File: config.mk
export PLATFORM = sky130hd
export DESIGN_NAME = cmd_write_dispatcher
export DESIGN_NICKNAME = d
export VERILOG_FILES = /design/src/rtl/cmd_write_dispatcher_pkg.sv /design/src/rtl/cmd_write_dispatcher_tick_divider.sv /design/src/rtl/cmd_write_dispatcher.sv
export SDC_FILE = /design/constraint.sdc
export NUM_CORES = 1
export LEC_CHECK = 0
export CORE_ASPECT_RATIO = 2
export CORE_MARGIN = 2
export CORE_UTILIZATION = 30
export DETAILED_ROUTE_END_ITERATION = 10
export DONT_BUFFER_PORTS = 1
export PLACE_DENSITY_LB_ADDON = 0.3
export SLEW_MARGIN = 0
export SYNTH_ARGS = -nofsm -noshare
export SYNTH_HDL_FRONTEND = slang
export SYNTH_SLANG_ARGS = --single-unit
export TNS_END_PERCENT = 30
File: constraint.sdc
create_clock -name clk -period 7.4 [get_ports clk]
set_clock_uncertainty 0.1 [all_clocks]
set_input_delay 0.74 -clock clk [delete_from_list [all_inputs] [get_ports clk]]
set_output_delay 0.74 -clock clk [all_outputs]
set_load 0.03 [all_outputs]
File: src/rtl/cmd_write_dispatcher_pkg.sv
// ============================================================================
// Module : cmd_write_dispatcher_pkg
// Brief  : Shared frame constants, state encoding and helpers for the
//          write-channel dispatcher. Optional macro: CMD_CHECKSUM_EN.
// Rev    : 1.0
// ============================================================================
`default_nettype none

package cmd_write_dispatcher_pkg;

    localparam int FRAME_SYNC_BIT = 7;

`ifdef CMD_CHECKSUM_EN
    localparam int FRAME_LEN = 5;
`else
    localparam int FRAME_LEN = 4;
`endif

    localparam logic [2:0] ST_IDLE   = 3'd0;
    localparam logic [2:0] ST_GOT_A  = 3'd1;
    localparam logic [2:0] ST_GOT_D2 = 3'd2;
    localparam logic [2:0] ST_GOT_D1 = 3'd3;
    localparam logic [2:0] ST_STROBE = 3'd4;
`ifdef CMD_CHECKSUM_EN
    localparam logic [2:0] ST_CHK    = 3'd5;
`endif

    typedef enum logic [2:0] {
        IDLE   = ST_IDLE,
        GOT_A  = ST_GOT_A,
        GOT_D2 = ST_GOT_D2,
        GOT_D1 = ST_GOT_D1,
        STROBE = ST_STROBE
`ifdef CMD_CHECKSUM_EN
        ,CHK   = ST_CHK
`endif
    } state_t;

    function automatic logic [7:0] sat_inc(input logic [7:0] v);
        return (v == 8'hFF) ? v : v + 8'd1;
    endfunction

endpackage

`default_nettype wire

File: src/rtl/cmd_write_dispatcher_tick_divider.sv
// ============================================================================
// Module : tick_divider
// Brief  : Free-running counter emitting a one-cycle tick every TICK_DIV clks.
// Rev    : 1.0
// ============================================================================
`default_nettype none

module tick_divider #(
    parameter int TICK_DIV = 50000
) (
    input  logic clk,
    input  logic rst,
    output logic tick
);

    localparam int CW = (TICK_DIV > 1) ? $clog2(TICK_DIV) : 1;
    localparam logic [CW-1:0] c_last = CW'(TICK_DIV - 1);

    logic [CW-1:0] r_cnt;

    always_ff @(posedge clk or posedge rst) begin
        if (rst) begin
            r_cnt <= '0;
        end else if (r_cnt == c_last) begin
            r_cnt <= '0;
        end else begin
            r_cnt <= r_cnt + 1'b1;
        end
    end

    assign tick = (r_cnt == c_last);

endmodule

`default_nettype wire

File: src/rtl/cmd_write_dispatcher.sv
// ============================================================================
// Module : cmd_write_dispatcher
// Brief  : Assembles ADDR,D2,D1,D0[,CHK] byte frames into 24-bit writes and
//          strobes the addressed peripheral. Optional macro: CMD_CHECKSUM_EN.
// Rev    : 1.0
// ============================================================================
`default_nettype none

module cmd_write_dispatcher
    import cmd_write_dispatcher_pkg::*;
#(
    parameter int NUM_DEV       = 8,
    parameter int TICK_DIV      = 50000,
    parameter int TIMEOUT_TICKS = 4
) (
    input  logic               clk,
    input  logic               rst,
    input  logic [7:0]         rx_data,
    input  logic               rx_valid,
    output logic               rx_ready,
    output logic [23:0]        out_data,
    output logic [NUM_DEV-1:0] out_wr,
    output logic               frame_err,
    output logic [7:0]         err_cnt,
    output logic               busy
);

    localparam logic [7:0] c_to_last = 8'(TIMEOUT_TICKS - 1);

`ifdef CMD_CHECKSUM_EN
    localparam int SHADOW_W = 24;
`else
    localparam int SHADOW_W = 16;
`endif

    state_t              r_state, w_state_nxt;
    logic [6:0]          r_idx;
    logic [SHADOW_W-1:0] r_shadow;
    logic [23:0]         r_out_data;
    logic                r_frame_err;
    logic [7:0]          r_err_cnt;
    logic [7:0]          r_to_cnt;
    logic                w_tick;
    logic                w_accept;
    logic                w_busy;
    logic                w_data_byte;
    logic                w_idx_ok;
    logic                w_to_expire;
    logic                w_abort;
    logic                w_load_out;
    logic [23:0]         w_frame_data;
`ifdef CMD_CHECKSUM_EN
    logic [7:0]          r_xor;
`endif

    tick_divider #(
        .TICK_DIV (TICK_DIV)
    ) u_tick_divider (
        .clk  (clk),
        .rst  (rst),
        .tick (w_tick)
    );

    assign w_accept    = rx_valid && rx_ready;
    assign w_data_byte = w_accept && (r_state inside {GOT_A, GOT_D2, GOT_D1});
    assign w_idx_ok    = (32'(r_idx) < NUM_DEV);
    // A byte arriving in the expiry cycle keeps the frame alive.
    assign w_to_expire = w_busy && w_tick && !w_accept && (r_to_cnt == c_to_last);

`ifdef CMD_CHECKSUM_EN
    assign w_busy       = r_state inside {GOT_A, GOT_D2, GOT_D1, CHK};
    assign w_frame_data = r_shadow;
`else
    assign w_busy       = r_state inside {GOT_A, GOT_D2, GOT_D1};
    assign w_frame_data = {r_shadow, rx_data};
`endif

    always_comb begin
        w_state_nxt = r_state;
        w_abort     = 1'b0;
        w_load_out  = 1'b0;
        case (r_state)
            IDLE: begin
                if (w_accept && rx_data[FRAME_SYNC_BIT]) w_state_nxt = GOT_A;
            end
            GOT_A, GOT_D2: begin
                if (w_accept) begin
                    w_state_nxt = (r_state == GOT_A) ? GOT_D2 : GOT_D1;
                end else if (w_to_expire) begin
                    w_state_nxt = IDLE;
                    w_abort     = 1'b1;
                end
            end
            GOT_D1: begin
                if (w_accept) begin
`ifdef CMD_CHECKSUM_EN
                    w_state_nxt = CHK;
`else
                    if (w_idx_ok) begin
                        w_state_nxt = STROBE;
                        w_load_out  = 1'b1;
                    end else begin
                        w_state_nxt = IDLE;
                        w_abort     = 1'b1;
                    end
`endif
                end else if (w_to_expire) begin
                    w_state_nxt = IDLE;
                    w_abort     = 1'b1;
                end
            end
`ifdef CMD_CHECKSUM_EN
            CHK: begin
                if (w_accept) begin
                    if (w_idx_ok && (rx_data == r_xor)) begin
                        w_state_nxt = STROBE;
                        w_load_out  = 1'b1;
                    end else begin
                        w_state_nxt = IDLE;
                        w_abort     = 1'b1;
                    end
                end else if (w_to_expire) begin
                    w_state_nxt = IDLE;
                    w_abort     = 1'b1;
                end
            end
`endif
            STROBE:  w_state_nxt = IDLE;
            default: w_state_nxt = IDLE;
        endcase
    end

    always_ff @(posedge clk or posedge rst) begin
        if (rst) begin
            r_state     <= IDLE;
            r_idx       <= '0;
            r_shadow    <= '0;
            r_out_data  <= '0;
            r_frame_err <= 1'b0;
            r_err_cnt   <= '0;
            r_to_cnt    <= '0;
`ifdef CMD_CHECKSUM_EN
            r_xor       <= '0;
`endif
        end else begin
            r_state     <= w_state_nxt;
            r_frame_err <= w_abort;
            if (w_abort) r_err_cnt <= sat_inc(r_err_cnt);
            if (w_load_out) r_out_data <= w_frame_data;
            if (r_state == IDLE && w_accept && rx_data[FRAME_SYNC_BIT]) begin
                r_idx <= rx_data[6:0];
`ifdef CMD_CHECKSUM_EN
                r_xor <= rx_data;
`endif
            end
            if (w_data_byte) begin
                r_shadow <= {r_shadow[SHADOW_W-9:0], rx_data};
`ifdef CMD_CHECKSUM_EN
                r_xor    <= r_xor ^ rx_data;
`endif
            end
            if (w_accept || !w_busy) r_to_cnt <= '0;
            else if (w_tick)         r_to_cnt <= r_to_cnt + 8'd1;
        end
    end

    for (genvar gi = 0; gi < NUM_DEV; gi++) begin : g_wr
        assign out_wr[gi] = (r_state == STROBE) && (r_idx == 7'(gi));
    end

    assign rx_ready  = (r_state != STROBE);
    assign busy      = w_busy;
    assign out_data  = r_out_data;
    assign frame_err = r_frame_err;
    assign err_cnt   = r_err_cnt;

endmodule

`default_nettype wire

== Yosys cells after proc, flatten, opt, wreduce, memory -nomap -nowiden ==
Cells that the tools add are included.
Word-level totals
  register bits: 83
  input port bits: 11
  output and inout bits: 43
  logic and storage cells: 72
Operators by class
  add/subtract/negate cells: 3
  magnitude comparators: 1
  eq/ne operators: 16
  muxes and demuxes: 18
  bitwise gates (word level): 1
  reductions and logical operators: 25
Operators by type and width (number)
  $eq A7 B3 Y1 const B: 4
  $add A16 B1 Y16 const B: 1
  $add A8 B1 Y8 const B: 2
  $eq A16 B16 Y1 const B: 1
  $logic_and A1 B1 Y1: 16
  $mux W16: 1
  $mux W8: 2
  $mux W3: 5
  $eq A7 B2 Y1 const B: 2
  $pmux W3 S3: 1
  $eq A8 B2 Y1 const B: 1
  $eq A8 B8 Y1 const B: 1
  $mux W1: 8
  $eq A7 B1 Y1 const B: 1
  $logic_not A7 Y1: 1
  $lt A7 B4 Y1 const B: 1
  $eq A3 B2 Y1 const B: 2
  $eq A3 B1 Y1 const B: 1
  $eq A3 B3 Y1 const B: 1
  $logic_not A3 Y1: 1
  $ne A3 B3 Y1 const B: 1
  $reduce_bool A3 Y1: 1
  $logic_not A1 Y1: 2
  $ne A2 B2 Y1 const B: 1
  other kinds (6): 6

== Logic depth before layout (Yosys ltp) ==
Gate-level depths: netlist of run 1.
  word-level depth: 9
  depth in mapped cells: 7
  mapped depth without buffers: 7

== By module ==
Synthesis of run 1 repeated with hierarchy kept, for this count alone.
Unflattened totals
  cells, all modules: 281
  area total of the unflattened synthesis: 3702.3 um^2
Modules (own cells, without submodules)
  cmd_write_dispatcher: times used 1, cells an instance 213, area each 2945.3 um^2, seq. area each 1676.6 um^2
  tick_divider: times used 1, cells an instance 68, area each 757.0 um^2, seq. area each 400.4 um^2

== Worst setup path before layout of run 1 ==
No wires, ideal clock.
  path type: register to output
  start: reg r_state[0]
  end: out out_wr[4]
  arrival: 1.841 ns
  required time: 6.560 ns
  slack: 4.719 ns
  stages on the path, launching flop included: 6
  buffers on the path: 0
  cell sequence: dfrtp_1 > nor2_1 > nand2_1 > nor2_1 > nand2_1 > nor3_1
On the way
  cells in the longest elaborated chain, start to end: 2
RTL lines
  start: declaration: RTL line cmd_write_dispatcher.sv:36  | state_t r_state, w_state_nxt;
  start signal: assignment: RTL line cmd_write_dispatcher.sv:146  | r_state <= w_state_nxt;
  $eq A3 B3 Y1: RTL line cmd_write_dispatcher.sv:168  | assign out_wr[gi] = (r_state == STROBE) && (r_idx == 7'(gi));
  $logic_and A1 B1 Y1: RTL line cmd_write_dispatcher.sv:168
  end: declaration: RTL line cmd_write_dispatcher.sv:22  | output logic [NUM_DEV-1:0] out_wr,
Every way passes these cells.

== Final worst setup path of run 1 ==
Same ends and word-level chain as after synthesis.

==> out/results.ini, run 1 <==
[status]
run_status = complete, no violations

[critical_path]
critPathSlowestCell = nor3_1
critPathKind = flop to primary output
start_kind = flop
cpPeakStageDelay_ns = 0.69
cp_max_fo = 7
worst-path-buf-inv = 0
required_ns = 6.56
path_depth = 5
ff2ff_path_depth = 6
r2r_start = u_tick_divider.r_cnt[7]$_DFF_PP0_
rrSetupSlack_ns = 5.16
cp_top_family = simple AND/OR/NAND/NOR gates
timing.critical_path.to_type = primary output
worstPathCellList = nor2_1 -> nand2_1 -> nor2_1 -> nand2_1 -> nor3_1
worstReg2RegEnd = err_cnt[1]$_DFFE_PP0P_
worstPathArrival_ns = 2.52

[clock_network]
cts_buffers = 9
cts_tree = built
postCtsSetupRepairBufs = 0
cts-resized-gates = 0
clk_pin_slew_ns = 0.07
cts-htree-levels = 3
cts-root-buf = clkbuf_16
cts.path.max_buffers = 2
cts_hold_buf = 0
clkSinkCount = 83
clkLatencyLatePin_ns = 0.34

[yosys]
post-synth-top-area-cell = dfrtp_1
synth_cells = 342
syn-cell-area_um2 = 3600
synth_seq_cells = 83
ys_types = 39
ys_seq_area_share_pct = 57.70
syn-num-nets = 356
synth_warnings = 0
ys_top_cells_by_area = dfrtp_1 (58%), nand2_1 (9.6%), mux2_2 (7.5%)
syn_avg_cell_area_um2 = 10.53
synth_top_area_share_pct = 57.70

[sta]
min_period_ns = 3.362
worst_slack_ns = 4.038
finalSetupViolations = 0
max_freq_ghz = 0.2975
timing.slew.headroom_pct = 30.57
rsz0062_at_grt = false
period_share_pct = 45.43
slew_viol_final = 0
hold_ws_ns = 0.3662
worst_slew_pin_slew_ns = 1.042
setup_tns_ns = 0
hold_viol_final = 0

[hold_path]
hold_end = out_data[23]$_DFFE_PP0P_
min_path_type = flop to flop
hold_depth = 2
min_from = r_shadow[15]$_DFFE_PP0P_

[finish]
drive_gt1_share_pct = 15.21
fin_util_pct = 34.90
num_antenna_cells = 0
register_area_um2 = 2077
final_common_cell = nand2_1
syn_to_final_growth_pct = 13.45
fin_area_um2 = 4084
mostFrequentLayoutCells = nand2_1 (92), dfrtp_1 (83), nor2_1 (33)
nFillCells = 1157
multi_input_area_um2 = 1445
nets = 364
final_cells = 500

[die]
rows = 56
die_x_um = 81.46
core-area_um2 = 11700
die_height_um = 158.9
ioPinCount = 54
dieArea_um2 = 12940
start_util_pct = 30.76

[run]
cap_violations = 0

[grt]
grt_overflow = 0
track_usage_pct = 13.05
grt_pass1_vias = 2478
antenna_found_initial = 0
grt_max_degree = 84
grt_pass1_wl_um = 12830

[pwr]
power.leakage_nw = 1.844
power.density_nw_per_um2 = 349.3
p_total_mw = 1.426
ir_drop_mv = 0.1485

[placement]
port_buffers = 0
place_area_um2 = 3781
gp_congestion = 0.8077
dpl_worst_slack_ns = 4.388
dpl.cell_count = 484
dp_hpwl_um = 5404

[routing]
drt_iter0_drc = 115
avgRoutedWirePerCell_um = 15.27
wl_um = 7634
drc = 0
vias = 2388
drt_pre_antenna_iters = 4
via_per_inst = 4.776
drt.antenna.violating_nets = 0

-- cell usage after synthesis (all sizes together) --
cell type,number
a21oi,6
nand3,11
o21ai,3
mux2i,2
nor3,8
a2bb2oi,1
dfrtp,83
nor2b,5
a41oi,1
or4b,1
mux2,26
nand4bb,1
and3,2
nor2,33
nand2b,2
nor4,5
clkinv,1
nand4,6
inv,7
a31oi,4
and2,1
or2,1
nand3b,2
xor2,15
ha,3
or3,2
buf,3
or4bb,1
xnor2,6
and4b,2
clkbuf,6
nand2,92
-- logic make-up after synthesis --
logic type               Yosys count  share of synthesized area, %
XOR/XNOR                          21                         5.110
adder cells (fa/ha/maj)            3                         1.043
AO/OA/AOI/OAI                     15                         2.850
buffers and inverters             17                         2.155
AND/OR/NAND/NOR                  175                         22.45
multiplexers                      28                         8.690
flip-flops                        83                         57.70
-- layout make-up --
cell class / instances / share of cell area, %
flip-flops and latches: 83 / 50.86
multi-input cells: 242 / 35.39
clock buffers: 10 / 5.607
well taps: 145 / 4.442
clock inverters: 6 / 1.808
repair buffers: 6 / 1.103
inverters: 8 / 0.7966
-- state kept, by name, indices dropped and copies added (netlist names) --
name / count
r_to_cnt: 8
r_idx: 7
r_shadow: 16
r_state: 3
err_cnt: 8
u_tick_divider.r_cnt: 16
out_data: 24
frame_err: 1
-- layer usage --
| metal | track usage, % | routed length [um] | up-vias |
|---|---|---|---|
| met4 | 6.317 | 223 | 0 |
| met2 | 22.13 | 4162 | 45 |
| met3 | 3.182 | 333 | 13 |
| li1 | - | - | 1153 |
| met1 | 14.86 | 2915 | 1177 |
| met5 | 0 | 0 | - |
-- power by group --
group	switching (mW)	internal, mW	total (mW)
sequential	0.196	0.572	0.768
clock	0.187	0.266	0.452
combinational	0.102	0.104	0.206
total	0.485	0.942	1.43
-- worst register-to-register path: stages, from the launching register on --
cell and delay [ns]:
dfrtp_1 0.41, or4b_4 0.56, nor4_4 0.30, a31oi_4 0.16, clkinv_2 0.12, and2_4 0.17
mux2_1 0.31
-- worst max-delay path by stage --
stage / startpoint / to / slack (ns)
after floorplan: rst / err_cnt[0]$_DFFE_PP0P_ / 4.42
after global placement: r_state[0]$_DFFE_PP0P_ / out_wr[5] / 4.42
after detailed placement: r_state[0]$_DFFE_PP0P_ / out_wr[4] / 4.39
after CTS: r_state[0]$_DFFE_PP0P_ / out_wr[4] / 4.01
after global routing: r_state[0]$_DFFE_PP0P_ / out_wr[4] / 3.94
final: r_state[0]$_DFFE_PP0P_ / out_wr[4] / 4.04
Power figures use the tool's default switching activity.
==> inputs of run 2 (changes only) <==
==> constraint.sdc (replaced) <==
create_clock -name clk -period 3 [get_ports clk]
set_clock_uncertainty 0.1 [all_clocks]
set_input_delay 0.3 -clock clk [delete_from_list [all_inputs] [get_ports clk]]
set_output_delay 0.3 -clock clk [all_outputs]
set_load 0.03 [all_outputs]
==> out/results.ini, run 2 (synthesized netlist as in run 1, its figures left out) <==
[status]
run_status = complete, no violations  ; unchanged

[finish]
drive_gt1_share_pct = 15.99  ; was 15.21%
num_antenna_cells = 0  ; unchanged
largest_reg_flops = 24  ; unchanged
fin_area_um2 = 4213  ; was 4084 um2
syn_to_final_growth_pct = 17.03  ; was 13.45%
mostFrequentLayoutCells = nand2_1 (92), dfrtp_1 (83), nor2_1 (33)  ; unchanged
final_common_cell = nand2_1  ; unchanged
final_cells = 514  ; was 500
fin_util_pct = 36.00  ; was 34.90%
nets = 378  ; was 364

[pwr]
p_total_mw = 3.537  ; was 1.426 mW
power_frac_comb_pct = 14.7  ; was 14.4%
p_int_mw = 2.349  ; was 0.9417 mW
ir_drop_mv = 0.3415  ; was 0.1485 mV
power.density_nw_per_um2 = 839.5  ; was 349.3 nW/um2
seqPwrFrac_pct = 53.7  ; was 53.9%
power.leakage_nw = 1.917  ; was 1.844 nW
p_switching_mw = 1.188  ; was 0.4847 mW
clkPwrFrac_pct = 31.6  ; was 31.7%
swShare_pct = 33.59  ; was 33.98%

[die]
die_x_um = 81.46  ; unchanged
ioPinCount = 54  ; unchanged
die_height_um = 158.9  ; unchanged
start_util_pct = 30.76  ; unchanged
core-area_um2 = 11700  ; unchanged
dieArea_um2 = 12940  ; unchanged
rows = 56  ; unchanged

[routing]
drt_iter0_drc = 84  ; was 115
avgRoutedWirePerCell_um = 15.15  ; was 15.27 um
drt_pre_antenna_iters = 4  ; unchanged
vias = 2444  ; was 2388
wl_um = 7789  ; was 7634 um
via_per_inst = 4.755  ; was 4.776
drt.antenna.violating_nets = 0  ; unchanged
drc = 0  ; unchanged

[sta]
period_share_pct = 83.93
min_period_ns = 2.518
slew_viol_final = 0  ; unchanged
timing.slew.headroom_pct = 36.09  ; was 30.57%
finalSetupViolations = 0  ; unchanged
hold_viol_final = 0  ; unchanged
hold_ws_ns = 0.01350  ; was 0.3662 ns
max_freq_ghz = 0.3972
rsz0062_at_grt = false  ; unchanged
worst_slew_pin_slew_ns = 0.9575  ; was 1.042 ns
setup_tns_ns = 0  ; unchanged
worst_slack_ns = 0.4821  ; was 4.038 ns

[run]
cap_violations = 0  ; unchanged

[placement]
gp_congestion = 0.7911  ; was 0.8077
dp_hpwl_um = 5558  ; was 5404 um
place_area_um2 = 3819  ; was 3781 um2
dpl.cell_count = 489  ; was 484
port_buffers = 0  ; unchanged
dpl_worst_slack_ns = 0.7629  ; was 4.388 ns

[critical_path]
critPathSlowestCell = dfrtp_1  ; was nor3_1
start_kind = flop  ; unchanged
r2r_start = u_tick_divider.r_cnt[7]$_DFF_PP0_  ; unchanged
timing.critical_path.to_type = primary output  ; unchanged
critPathKind = flop to primary output  ; unchanged
required_ns = 2.60  ; was 6.56 ns
worstSetupStartpoint = r_state[0]$_DFFE_PP0P_  ; unchanged
rrSetupSlack_ns = 0.76  ; was 5.16 ns
worstPathCellList = nor2_1 -> nand2_1 -> nor2_1 -> nand2_1 -> nor3_1 -> buf_4  ; was nor2_1 -> nand2_1 -> nor2_1 -> nand2_1 -> nor3_1
cp_max_fo = 7  ; unchanged
cpPeakStageDelay_ns = 0.43  ; was 0.69 ns
worstPathArrival_ns = 2.12  ; was 2.52 ns

[hold_path]
min_path_type = input port to flop  ; was flop to flop
min_from = rx_data[4]  ; was r_shadow[15]$_DFFE_PP0P_

[grt]
antenna_found_initial = 0  ; unchanged
grt_pass1_vias = 2454  ; was 2478
grt_max_degree = 57  ; was 84
track_usage_pct = 13.05  ; about the same
grt_overflow = 0  ; unchanged
grt_pass1_wl_um = 12800  ; was 12830 um

[clock_network]
cts_buffers = 9  ; unchanged
clkLatencyLatePin_ns = 0.33  ; was 0.34 ns
clk_pin_slew_ns = 0.06  ; was 0.07 ns
cts_tree = built  ; unchanged
postCtsSetupRepairBufs = 0  ; unchanged
clkSinkCount = 83  ; unchanged
cts-root-buf = clkbuf_16  ; unchanged
cts-htree-levels = 3  ; unchanged
cts.path.max_buffers = 2  ; unchanged

## run 2: cell count changes in the layout (fill, tap and decap cells not counted), sizes merged
| cell | before | now |
|---|---|---|
| buf | 6 | 11 |
| clkinv | 3 | 5 |
| inv | 8 | 7 |
| clkinvlp | 2 | 0 |
| dlygate4sd3 | 0 | 9 |
| clkbuf | 10 | 11 |
## run 2: layer usage
layer  up-vias  part of all wire, %  track usage, %
met5         -                    0               0
met4         0                  1.6           4.854
met3         9                  4.2           3.523
met2        40                   56           23.10
met1      1212                   38           14.36
li1       1183                    -               -
## run 2: what timing repair did
item | in CTS | in global routing
resized for setup | 0 | 0
setup endpoints to repair | 0 | 0
hold buffers | 9 | 0
hold endpoints to repair | 63 | 0
## run 2: power groups by stage
stage               combinational (mW)  sequential (mW)  clock (mW)
finish                           0.520             1.90        1.12
floorplan                        0.435             1.85           0
CTS                              0.534             1.91        1.16
detailed placement               0.523             1.93           0
global route                     0.594             1.95        1.21
global placement                 0.504             1.91           0
## run 2: final timing paths
kind | end | cells past startpoint
max in group asynchronous | r_idx[2]$_DFFE_PP0P_ | 3
hold / removal | r_shadow[4]$_DFFE_PP0P_ | 1
hold reg to reg | u_tick_divider.r_cnt[0]$_DFF_PP0_ | 1
setup reg to reg | err_cnt[1]$_DFFE_PP0P_ | 6
min in group asynchronous | err_cnt[1]$_DFFE_PP0P_ | 2
setup / recovery | out_wr[5] | 6
## run 2: layout make-up
type	count	area, um2
Fill cell	1141	7488
Multi-Input combinational cell	242	1445
Sequential cell	83	2077
Inverter	8	32.53
Tap cell	145	181.4
Clock buffer	11	242.7
Timing Repair Buffer	20	172.7
Clock inverter	5	61.31
## run 2: worst max-delay path, delay by kind of cell (launching register included)
family        cells  cell delay, ns
simple gates      5            1.17
flops             1            0.43
buf+inv           1            0.19
